`config.mk`:
```
export PLATFORM = sky130hd
export DESIGN_NAME = pc_gen
export DESIGN_NICKNAME = d
export VERILOG_FILES = /design/src/rtl/pc_gen.sv
export SDC_FILE = /design/constraint.sdc
export NUM_CORES = 1
export LEC_CHECK = 0
export BUFFER_PORTS_ARGS = -buffer_cell sky130_fd_sc_hd__clkbuf_2
export CORE_MARGIN = 10
export CORE_UTILIZATION = 55
export DETAILED_ROUTE_END_ITERATION = 8
export PLACE_DENSITY = 0.82
export SLEW_MARGIN = 20
export SYNTH_ARGS = -nofsm -noshare
export SYNTH_HDL_FRONTEND = slang
export SYNTH_SLANG_ARGS = --single-unit
```
`constraint.sdc`:
```
create_clock -name clk -period 7.2 [get_ports clk]
set_clock_uncertainty 0.1 [all_clocks]
set_input_delay 1.08 -clock clk [delete_from_list [all_inputs] [get_ports clk]]
set_output_delay 1.08 -clock clk [all_outputs]
set_load 0.02 [all_outputs]
```
`src/rtl/pc_gen.sv`:
```
// Fetch-side PC generator: owns the fetch PC, runs the imem req/ack handshake,
// computes EX redirect targets and drives the IF/ID handoff and pipeline flush.
module pc_gen #(
  parameter logic [31:0] RESET_PC = 32'h0000_3000
) (
  input  logic        clk,
  input  logic        rst,
  input  logic        PCAsrc,
  input  logic        PCBsrc,
  input  logic [31:0] pc_ex,
  input  logic [31:0] rs1_ex,
  input  logic [31:0] imm_ex,
  input  logic        stall_if,
  output logic        imem_req,
  output logic [31:0] imem_addr,
  input  logic        imem_ack,
  input  logic [31:0] imem_rdata,
  output logic        if_valid,
  output logic [31:0] instr_if,
  output logic [31:0] pc_if,
  output logic        flush
);

  typedef enum logic [1:0] {
    FETCH = 2'd0,
    HOLD  = 2'd1,
    DRAIN = 2'd2
  } state_e;

  state_e      state_q, state_d;
  logic [31:0] pc_q, pc_d;
  logic [31:0] tgt_buf_q, tgt_buf_d;
  logic [31:0] ibuf_q, ibuf_d;

  logic        redirect;
  logic [31:0] target_sum;
  logic [31:0] target;
  logic [31:0] pc_plus4;

  assign redirect   = PCAsrc;
  assign target_sum = (PCBsrc ? rs1_ex : pc_ex) + imm_ex;
  // jalr clears bit 0; PCBsrc without PCAsrc is ignored because redirect is PCAsrc alone.
  assign target     = PCBsrc ? {target_sum[31:1], 1'b0} : target_sum;
  assign pc_plus4   = pc_q + 32'd4;

  // NOTE: every next-state variable gets a default first so no path leaves it
  // unassigned; that is what keeps this combinational block from inferring latches.
  always_comb begin
    state_d   = state_q;
    pc_d      = pc_q;
    tgt_buf_d = tgt_buf_q;
    ibuf_d    = ibuf_q;
    unique case (state_q)
      FETCH: begin
        if (redirect) begin
          if (imem_ack) begin
            pc_d = target;
          end else begin
            tgt_buf_d = target;
            state_d   = DRAIN;
          end
        end else if (imem_ack) begin
          if (!stall_if) begin
            pc_d = pc_plus4;
          end else begin
            ibuf_d  = imem_rdata;
            state_d = HOLD;
          end
        end
      end
      HOLD: begin
        if (redirect) begin
          pc_d    = target;
          state_d = FETCH;
        end else if (!stall_if) begin
          pc_d    = pc_plus4;
          state_d = FETCH;
        end
      end
      DRAIN: begin
        // The stale request must complete before the new target can be issued.
        if (redirect) tgt_buf_d = target;
        if (imem_ack) begin
          pc_d    = redirect ? target : tgt_buf_q;
          state_d = FETCH;
        end
      end
      default: state_d = FETCH;
    endcase
  end

  // NOTE: sequential state uses non-blocking assignments so every register
  // samples the pre-edge values, independent of statement order.
  always_ff @(posedge clk or posedge rst) begin
    if (rst) begin
      state_q   <= FETCH;
      pc_q      <= RESET_PC;
      tgt_buf_q <= '0;
      ibuf_q    <= '0;
    end else begin
      state_q   <= state_d;
      pc_q      <= pc_d;
      tgt_buf_q <= tgt_buf_d;
      ibuf_q    <= ibuf_d;
    end
  end

  always_comb begin
    imem_req  = 1'b0;
    if_valid  = 1'b0;
    flush     = 1'b0;
    instr_if  = imem_rdata;
    imem_addr = pc_q;
    pc_if     = pc_q;
    if (rst) begin
      instr_if = '0;
    end else begin
      flush = redirect;
      unique case (state_q)
        FETCH: begin
          imem_req = 1'b1;
          if_valid = imem_ack & ~redirect;
        end
        HOLD: begin
          if_valid = ~redirect;
          instr_if = ibuf_q;
        end
        DRAIN: begin
          imem_req = 1'b1;
        end
        default: ;
      endcase
    end
  end

endmodule
```
==> out/summary.txt <==
OUTCOME
--------------------------------------------------------------------------------------
Run status                                                                finished clean

STA
--------------------------------------------------------------------------------------
Slew at the pin closest to its max-slew limit                                   792 ps
Setup repair after global routing missed its margin                              false
Period utilization                                                               0.635
Worst slew margin relative to its limit                                          0.472
Total count of hold-check failures in the final report                               0
Setup total negative slack                                                        0 ps
Final-report setup violation count                                                   0
Time the worst path needs with I/O delays and setup                            4570 ps
Max Fclk                                                                       219 MHz
Final number of max-transition violations                                            0

FINAL LAYOUT
--------------------------------------------------------------------------------------
Share of layout cells above drive strength 1                                     0.337
Fillcell total                                                                    1032
Area of all placed cells without fillers                                      8640 µm²
Total Nets Final                                                                  1185
Layout overhead on the synthesized area                                          18.5%
Total inserted antenna cells                                                         0

WORST SETUP PATH
--------------------------------------------------------------------------------------
Max FO, Critical Path                                                               33
Worst path slowest cell                                                   sky130_fd_sc_hd__o41ai_1
Worst setup endpoint                                                      imem_addr[31]$_DFFE_PP0P_
Buf+Inv Stages, Crit Path                                                            1
Crit-path max cell delay                                                        660 ps
Depth of the worst register-to-register path                                         8
Total number of cells along the worst setup path                                    12
Worst reg2reg path endpoint                                               imem_addr[29]$_DFFE_PP0P_
Category of the worst setup path capture point                                register
Most frequent cell on the critical path                                   sky130_fd_sc_hd__a21oi_1
Cell family contributing the most delay on the critical path              compound AO/OA/AOI/OAI gates
Category of the worst setup path launch point                               input port
Crit path arrival time                                                         4750 ps
Worst reg2reg setup slack                                                      4390 ps
Path type of the worst setup path                                               in2reg
Cells along the critical path                                             clkbuf_2, mux2_2, ha_1, a21oi_1, nor2_1, a211oi_1, nand2_1, a21oi_1, o31ai_2, o41ai_1, a32oi_1, nand3_1
Source of the critical timing path                                              PCBsrc
Reg-to-reg critical path startpoint                                       imem_addr[4]$_DFFE_PP0P_
Crit path required time                                                        7380 ps

YOSYS
--------------------------------------------------------------------------------------
Average size of a mapped cell                                                 8.62 µm²
Number of enable-type register cells in the synthesized netlist                      0
Top_reg_cell synth                                                        sky130_fd_sc_hd__dfrtp_1
Largest cells by area after synthesis                                     sky130_fd_sc_hd__dfrtp_1 33%, sky130_fd_sc_hd__mux2_2 13%, sky130_fd_sc_hd__nand2_1 7.2%
Sequential share of the synthesized area                                         0.337
Asr flop ratio synth                                                              1.00
Net count after synthesis                                                         1012
Cell with the most instances after synthesis                              sky130_fd_sc_hd__nand2_1
Commonest cells in the netlist                                            139 x sky130_fd_sc_hd__nand2_1, 96 x sky130_fd_sc_hd__dfrtp_1, 82 x sky130_fd_sc_hd__mux2_2, 79 x sky130_fd_sc_hd__a21oi_1, 55 x sky130_fd_sc_hd__o21ai_0
Yosys top cell by area                                                    sky130_fd_sc_hd__dfrtp_1
Syn Inst Count                                                                     845
Area of the mapped netlist                                                    7290 µm²
Area share of the largest cell type after synthesis                              0.330
YS warnings                                                                          0
Unique cell type count in the Yosys netlist                                         59
Yosys reg bits                                                                      98

CTS
--------------------------------------------------------------------------------------
Buffer levels on the longest clock path                                              2
Clock sink count                                                                    98
Root buffer cell                                                          sky130_fd_sc_hd__clkbuf_16
Clock slew at the register clock pins of the worst setup and hold paths          70 ps
Latest clock arrival within the worst-skew pair                                 340 ps
Number of buffers inserted by post-CTS setup repair                                  0
Clock tree from TritonCTS                                                         done
Quantity of hold-fixing buffers added after cts                                      0
Inserted Clock Buffers                                                               9
PostCTS Resize Cnt                                                                   0
H-tree levels                                                                        3

DETAILED ROUTING
--------------------------------------------------------------------------------------
DR DRC count                                                                         0
Mean routed wirelength per cell                                                17.6 µm
First drt pass iteration count                                                       5
Final wirelength                                                               21.0 mm
DR vias                                                                           6859
Initial detailed-routing violation count                                           464
Via-per-instance ratio                                                            5.74
Count of antenna-violating nets left after detailed routing                          0

GLOBAL ROUTING
--------------------------------------------------------------------------------------
Global-route wire length before repair                                         34.2 mm
Residual overflow from global routing                                                0
Number of global-route vias before repair                                         6756
Pin count of the biggest net entering global routing                                63
Number of antenna violations at the first check in global routing                    0
Global-route usage over all layers                                               0.225

PLACE
--------------------------------------------------------------------------------------
Total cell area at the placement stage                                        8320 µm²
Count of buffers from port buffering                                               232
HPWL Detailed                                                                  15.8 mm
Gpl congestion                                                                   0.926

DIE
--------------------------------------------------------------------------------------
Height of the die                                                               135 µm
Cell row count                                                                      41
Total Die Area                                                               18300 µm²
Initial standard-cell utilization of the core                                    0.570
Die X-Extent                                                                    135 µm
Top-Level Pins                                                                     233
Core outline area                                                            12800 µm²

HOLD PATH
--------------------------------------------------------------------------------------
Hold Path Class                                                                reg2reg

POWER
--------------------------------------------------------------------------------------
Maximum VDD drop                                                              0.128 mV
PwrDens                                                                     260 nW/µm²
Leakage component of the power                                                 4.15 nW

RUN
--------------------------------------------------------------------------------------
Max Cap Violations                                                                   0

==> logic make-up after synthesis <==
kind of cell,count (synthesis),synth area share
AND/OR/NAND/NOR,274,0.168
AO/OA/AOI/OAI,215,0.180
flip-flops,98,0.337
buffers and inverters,87,0.0615
multiplexers,87,0.134
XOR/XNOR,51,0.0613
adder cells (fa/ha/maj),33,0.0577
==> placed cells by master, fill, tap and decap left out, drive strengths merged, types with 3 or more instances in the layout <==
| cell type | instances |
|---|---|
| buf | 8 |
| nor2 | 51 |
| nor3 | 9 |
| nand3 | 16 |
| a221o | 3 |
| and2 | 5 |
| mux2i | 4 |
| inv | 9 |
| a31oi | 6 |
| o211ai | 5 |
| a21oi | 79 |
| o21ai | 55 |
| nand2b | 10 |
| or3 | 6 |
| xnor2 | 17 |
| ha | 32 |
| dfrtp | 96 |
| mux2 | 83 |
| xor2 | 34 |
| and3 | 7 |
| nand4 | 12 |
| o21bai | 3 |
| a211oi | 18 |
| o31ai | 4 |
| a21o | 18 |
| clkbuf | 243 |
| nand2 | 139 |
| o221ai | 3 |
| and4 | 3 |
| nor2b | 7 |
==> worst min-delay path by stage <==
| stage | slack, ps | end | start | cells past startpoint |
|---|---|---|---|---|
| 2_1_floorplan | 350 | tgt_buf_q[0]$_DFFE_PP0P_ | tgt_buf_q[0]$_DFFE_PP0P_ | 2 |
| 6_report | 380 | tgt_buf_q[1]$_DFFE_PP0P_ | tgt_buf_q[1]$_DFFE_PP0P_ | 2 |
| 4_1_cts | 390 | tgt_buf_q[29]$_DFFE_PP0P_ | tgt_buf_q[29]$_DFFE_PP0P_ | 2 |
| 3_5_place_dp | 370 | tgt_buf_q[29]$_DFFE_PP0P_ | tgt_buf_q[29]$_DFFE_PP0P_ | 2 |
| 5_1_grt | 400 | tgt_buf_q[29]$_DFFE_PP0P_ | tgt_buf_q[29]$_DFFE_PP0P_ | 2 |
| 3_3_place_gp | 360 | tgt_buf_q[1]$_DFFE_PP0P_ | tgt_buf_q[1]$_DFFE_PP0P_ | 2 |
==> flip-flops by register name, indices dropped and copies added, names as in the netlist <==
register	count
tgt_buf_q	32
ibuf_q	32
state_q	2
imem_addr	32
==> routing by layer <==
layer	vias up	wire length, µm	GRT usage
met4	0	318	0.0718
met3	17	1800	0.0508
li1	3327	-	-
met5	-	0	0
met2	307	9890	0.368
met1	3208	8980	0.288
==> through the flow <==
stage / power, mW / hold WS, ps / setup WS (ps) / cells / util
global placement: 1.71 / 362 / 2380 / 1179 / 0.651
CTS: 2.26 / 386 / 2660 / 1195 / 0.676
detailed placement: 1.73 / 370 / 2310 / 1179 / 0.651
global route: 2.38 / 402 / 2430 / 1195 / 0.676
floorplan: 1.50 / 350 / 2680 / 845 / -
finish: 2.25 / 382 / 2630 / 1195 / 0.676
==> tightest hold or removal path: cells and delay by family, from the launching register on <==
family	cells	cell delay [ps]
and+or+nand+nor	1	40
DFF	1	340
AOI/OAI and AO/OA	1	60
==> power breakdown <==
part,internal (mW),switching (mW),total (mW)
Combinational,0.352,0.508,0.860
Sequential,0.710,0.156,0.866
Clock,0.313,0.208,0.521
Total,1.37,0.872,2.25
==> final cells by class <==
| class | instances | area [µm²] | share of cell area |
|---|---|---|---|
| Multi-Input combinational cell | 660 | 4390 | 0.508 |
| Sequential cell | 98 | 2450 | 0.284 |
| Inverter | 9 | 36.3 | 0.00420 |
| Tap cell | 172 | 215 | 0.0249 |
| Timing Repair Buffer | 240 | 1220 | 0.141 |
| Clock buffer | 11 | 243 | 0.0281 |
| Clock inverter | 5 | 77.6 | 0.00898 |
(Power assumes the default switching activity.)
